**src/rtl/control_pkg.sv**
```systemverilog
// Shared types and constants for the link command sequencer.
package control_pkg;

  typedef enum logic [2:0] {
    STARTUP      = 3'd0,
    WAIT_READY   = 3'd1,
    ISSUE        = 3'd2,
    WAIT_BUSY    = 3'd3,
    ADVANCE      = 3'd4,
    WAIT_RELEASE = 3'd5,
    DONE         = 3'd6
  } state_t;

  localparam logic CMD_1 = 1'b1;
  localparam logic CMD_2 = 1'b0;

  // Counter width able to hold 0..n, never narrower than one bit.
  function automatic int cnt_w(input int n);
    return (n < 2) ? 1 : $clog2(n + 1);
  endfunction

endpackage

```
**src/rtl/control_edge_detect.sv**
```systemverilog
// Registers the serializer ready level and flags its rising edge.
module edge_detect (
  input  logic clk,
  input  logic rst,
  input  logic din,
  output logic level,
  output logic rise
);

  logic level_p1;

  always_ff @(posedge clk) begin
    if (rst) begin
      level    <= 1'b0;
      level_p1 <= 1'b0;
    end else begin
      level    <= din;
      level_p1 <= level;
    end
  end

  assign rise = level & ~level_p1;

endmodule

```
**src/rtl/control.sv**
```systemverilog
// Link command sequencer: issues one command 1 then NUM_CMDS-1 command 2
// to the serializer, paced by its ready handshake, then halts.
module control
  import control_pkg::*;
#(
  parameter int NUM_CMDS       = 5,
  parameter int STARTUP_CYCLES = 8,
  parameter int START_CYCLES   = 1,
  parameter int TIMEOUT_CYCLES = 255
) (
  input  logic clk,
  input  logic rst,
  output logic command_1,
  output logic start,
  input  logic ready_command
);

  localparam int SW = cnt_w(STARTUP_CYCLES);
  localparam int PW = cnt_w(START_CYCLES);
  localparam int TW = cnt_w(TIMEOUT_CYCLES);
  localparam int IW = $clog2(NUM_CMDS + 1);

  localparam logic [SW-1:0] STARTUP_LAST = SW'((STARTUP_CYCLES > 0) ? STARTUP_CYCLES - 1 : 0);
  localparam logic [PW-1:0] PULSE_LAST   = PW'((START_CYCLES > 0) ? START_CYCLES - 1 : 0);
  localparam logic [TW-1:0] TIMEOUT_LAST = TW'((TIMEOUT_CYCLES > 0) ? TIMEOUT_CYCLES - 1 : 0);
  localparam logic [IW-1:0] IDX_LAST     = IW'(NUM_CMDS - 1);

  state_t        state, next_state;
  logic [SW-1:0] startup_cnt;
  logic [PW-1:0] pulse_cnt;
  logic [TW-1:0] timeout_cnt;
  logic [IW-1:0] cmd_idx;
  logic          ready_lvl, ready_rise;
  logic          start_d, command_1_d;

  edge_detect u_edge (
    .clk   (clk),
    .rst   (rst),
    .din   (ready_command),
    .level (ready_lvl),
    .rise  (ready_rise)
  );

  always_ff @(posedge clk) begin
    if (rst) state <= STARTUP;
    else     state <= next_state;
  end

  always_comb begin
    next_state = state;
    case (state)
      STARTUP:
        if (STARTUP_CYCLES == 0 || startup_cnt == STARTUP_LAST) next_state = WAIT_READY;
      WAIT_READY:
        if (ready_lvl) next_state = ISSUE;
      ISSUE:
        if (pulse_cnt == PULSE_LAST) next_state = WAIT_BUSY;
      WAIT_BUSY:
        if (!ready_lvl)                        next_state = ADVANCE;
        else if (timeout_cnt == TIMEOUT_LAST)  next_state = WAIT_READY;
      ADVANCE:
        next_state = (cmd_idx == IDX_LAST) ? DONE : WAIT_RELEASE;
      WAIT_RELEASE:
        if (ready_rise) next_state = ISSUE;
      DONE:
        next_state = DONE;
      default:
        next_state = STARTUP;
    endcase
  end

  // Command select only changes on entry to ISSUE or DONE, so it is stable for the whole pulse.
  always_comb begin
    start_d     = (next_state == ISSUE);
    command_1_d = command_1;
    if (state == WAIT_READY && next_state == ISSUE)
      command_1_d = (cmd_idx == '0) ? CMD_1 : CMD_2;
    else if (state == WAIT_RELEASE && next_state == ISSUE)
      command_1_d = CMD_2;
    else if (next_state == DONE)
      command_1_d = CMD_2;
  end

  always_ff @(posedge clk) begin
    if (rst) begin
      startup_cnt <= '0;
      pulse_cnt   <= '0;
      timeout_cnt <= '0;
      cmd_idx     <= '0;
      start       <= 1'b0;
      command_1   <= CMD_1;
    end else begin
      startup_cnt <= (state == STARTUP) ? startup_cnt + 1'b1 : '0;
      pulse_cnt   <= (state == ISSUE && next_state == ISSUE) ? pulse_cnt + 1'b1 : '0;
      timeout_cnt <= (state == WAIT_BUSY && next_state == WAIT_BUSY) ? timeout_cnt + 1'b1 : '0;
      if (state == ADVANCE) cmd_idx <= cmd_idx + 1'b1;
      start       <= start_d;
      command_1   <= command_1_d;
    end
  end

endmodule

```
**config.mk**
```make
export PLATFORM = sky130hd
export DESIGN_NAME = control
export DESIGN_NICKNAME = d
export VERILOG_FILES = /design/src/rtl/control_pkg.sv /design/src/rtl/control_edge_detect.sv /design/src/rtl/control.sv
export SDC_FILE = /design/constraint.sdc
export NUM_CORES = 1
export LEC_CHECK = 0
export BUFFER_PORTS_ARGS = -buffer_cell sky130_fd_sc_hd__buf_2
export CAP_MARGIN = 40
export CORE_MARGIN = 5
export CORE_UTILIZATION = 25
export CTS_CLUSTER_DIAMETER = 80
export CTS_CLUSTER_SIZE = 24
export DETAILED_ROUTE_END_ITERATION = 8
export PLACE_DENSITY_LB_ADDON = 0.2
export SLEW_MARGIN = 20
export SYNTH_ARGS = -nofsm -noshare
export SYNTH_HDL_FRONTEND = slang
export SYNTH_HIERARCHICAL = 1
export SYNTH_SLANG_ARGS = --single-unit
```
**constraint.sdc**
```tcl
create_clock -name clk -period 4 [get_ports clk]
set_input_delay 0.6 -clock clk [delete_from_list [all_inputs] [get_ports clk]]
set_output_delay 0.6 -clock clk [all_outputs]
set_load 0.005 [all_outputs]
```
==> key figures <==
Synthesis
  – Complex-gate fraction of the synthesized area: 10.4%
  – Post-Synth Adder-Cell Area: 5.93%
  – Synth top area cells: dfxtp_1 (44%), ha_1 (5.9%), nor2_2 (4.7%)
  – Post-synth top area share: 43.7%
  – Post-synth EDFFs: 0
  – Synth cell count leaders: dfxtp_1 (23), nor2_1 (13), nor2_2 (8)
  – Sequential cell area fraction in the yosys report: 43.7%
  – Syn_nets: 119
  – Dominant cell type by area after synthesis: dfxtp_1
  – Post-synth cell types: 37
  – Cell count after synthesis: roughly 110
  – Synth Area in Simple Gates: a little over a quarter
  – Flip-flop and latch count after synthesis: 23
  – Ys Warns: 6
  – Most frequent cell after synthesis: dfxtp_1
  – Post-synthesis mux area share: 0%
  – Most used DFF post-synth: dfxtp_1
  – XOR/XNOR Fraction of Synth Area: 8.30%
  – Mapped cell area: 0.00105 sq mm
  – Main combinational cell family by area after synthesis: simple AND/OR/NAND/NOR gates
  – Ys async rst share: 0%
  – Syn avg cell area: 9.50 sq um

Placement
  – Hpwl dp: 1330 um
  – Port bufs: 4
  – Placer Congestion: 0.782

Clock network
  – Postcts setup bufs: 0
  – Inserted Clock Buffers: 3
  – Clock-pin slew on the worst setup and hold paths: 80 ps
  – Root buf cell: clkbuf_8
  – Post_cts resized: 0
  – CTS tree: done
  – H-tree levels: 1
  – Sink Count: 23
  – Hold Buf Count CTS: 0
  – Clk buf depth: 2
  – Clock latency on the worst-skew pair: about 260 ps

Routing
  – Drt drc: 0
  – Vias: 742
  – Via/cell ratio: 4.50
  – Pre-antenna DRT Iters: 5
  – DR WL/cell: 11.2 um
  – DRT iter0 DRCs: 36
  – Routed Antenna Nets: 0
  – Routed Wire Length: 1860 um

Critical path
  – Slowest stage cell, crit path: dfxtp_1
  – CP Cell Sequence: inv_1 > ha_1 > and3_1 > a31o_1 > a21oi_2 > and3_1
  – Worst EP required: 4210 ps
  – WP data arrival: about 1700 ps
  – Setup crit end kind: register
  – CP Max Fanout: 5
  – Setup CP Type: register to register
  – Most common cell on crit path: and3_1
  – Worst setup SP type: register
  – Largest stage delay on the critical path: 420 ps

Global route
  – Antenna violations before repair: 0
  – Total GRT Usage: under 10%
  – GRT Max-Usage Layer: met2
  – Met2 Usage GRT: 12.3%
  – Met3 Track Usage GR: 2.80%
  – GR Layer Usage met1: 9.25%
  – Largest net degree at the start of global routing: 16
  – First-pass GRT wire length: between 3000 and 4000 um
  – Vias in the first global route: between 700 and 800
  – Grt ovf: 0

Pwr
  – Worst vdd ir: around 0.17 mV
  – PwrDens: 340 mW/mm^2
  – Leak: 0.423 nW

Timing
  – Hold Fails Final Rpt: 0
  – RSZ-0062 raised after global routing: false
  – Final Setup Violations: 0
  – Worst-case clock skew: 4.38 ps
  – Slew @ Worst Pin: 504 ps
  – Post-route minimum period: 1530 ps
  – Final Max Slew Viols: 0
  – Max-slew headroom: 66.4%
  – Max Fclk: 655 MHz
  – Final period utilization: 38.2%
  – Setup TNS: 0 ps
  – Worst hold slack: roughly 450 ps

Final layout
  – Share of layout cells above drive strength 1: 18.3%
  – Nets: 124
  – Number of diodes: 0
  – Area growth syn-to-layout: 9.49%
  – Final core area utilization: 28.5%

Flow run
  – Total of max-cap violations: 0

Worst hold path
  – Worst hold path class: register to register

Floorplanning
  – Die Ht: 75.0 um
  – Ports: 5
  – Num rows: 23
  – Die area: 0.00562 sq mm
  – Total core area: 0.00406 sq mm
  – Starting Density: between 20% and 30%
  – Die width: between 70 and 80 um

Outcome
  – Status: finished clean
-- layout make-up --
class / instances / area (sq um)
inverters: 4 / 15.0
flip-flops and latches: 23 / 460
multi-input cells: 80 / 552
well taps: 50 / 62.6
fillers: 444 / 2900
repair buffers: 4 / 20.0
clock buffers: 4 / 45.0
-- final timing paths --
kind | depth (start not counted) | slack, ps | start | to
setup / recovery | 6 | 2470 | timeout_cnt[0] | start
hold / removal | 1 | 450 | startup_cnt[0] | startup_cnt[0]
hold reg to reg | 1 | 450 | startup_cnt[0] | startup_cnt[0]
setup reg to reg | 6 | 2470 | timeout_cnt[0] | start
-- stage by stage --
| stage | power (mW) | instance area [sq um] | std cells | setup WS [ps] |
|---|---|---|---|---|
| after floorplan | 0.252 | 1050 | 111 | 2640 |
| after global placement | 0.256 | 1110 | 161 | 2510 |
| after detailed placement | 0.256 | 1110 | 161 | 2480 |
| after CTS | 0.402 | 1150 | 165 | 2460 |
| after global routing | 0.414 | 1150 | 165 | 2380 |
| final | 0.393 | 1150 | 165 | 2470 |
-- critical path, delay by kind of cell, from the launching register on --
kind / cells / cell delay [ps]
buffers and inverters: 1 / 70
AND/OR/NAND/NOR: 2 / 390
adder cells (fa/ha/maj): 1 / 200
flip-flops: 1 / 420
AO/OA/AOI/OAI: 2 / 400
-- layer usage --
metal  up-vias  wire length, um
met4         0               13
met1       356              892
met5         -                0
li1        380                -
met2         4              901
met3         2               48
-- report_power, final --
group,total [mW],switching [mW],internal [mW]
Sequential,0.237,0.00364,0.233
Clock,0.142,0.0714,0.0710
Combinational,0.0135,0.00672,0.00679
Total,0.393,0.0818,0.311
-- placed cells by master (no fill, tap or decap), types with 3 or more instances in the layout --
cell	n
a21oi_1	3
buf_2	4
clkbuf_8	3
dfxtp_1	23
ha_1	5
inv_1	4
nand2_1	5
nand3_1	7
nor2_1	13
nor2_2	8
nor2b_1	4
xnor2_1	5
xor2_1	5
-- cell families (layout without fill, tap and decap cells) --
| kind of cell | count (synthesis) | after routing |
|---|---|---|
| XOR/XNOR | 10 | 10 |
| flip-flops | 23 | 23 |
| adder cells (fa/ha/maj) | 5 | 5 |
| AO/OA/AOI/OAI | 14 | 14 |
| AND/OR/NAND/NOR | 50 | 50 |
| other | 1 | 1 |
| buffers and inverters | 8 | 12 |
-- flip-flops by register name, indices dropped and copies added (netlist names) --
| name | flops |
|---|---|
| timeout_cnt | 8 |
| startup_cnt | 4 |
| cmd_idx | 3 |
| state | 3 |
| command_1 | 1 |
| pulse_cnt | 1 |
| start | 1 |
| u_edge/level | 1 |
| u_edge/level_p1 | 1 |
No activity file was read; power rests on OpenSTA's default activity.
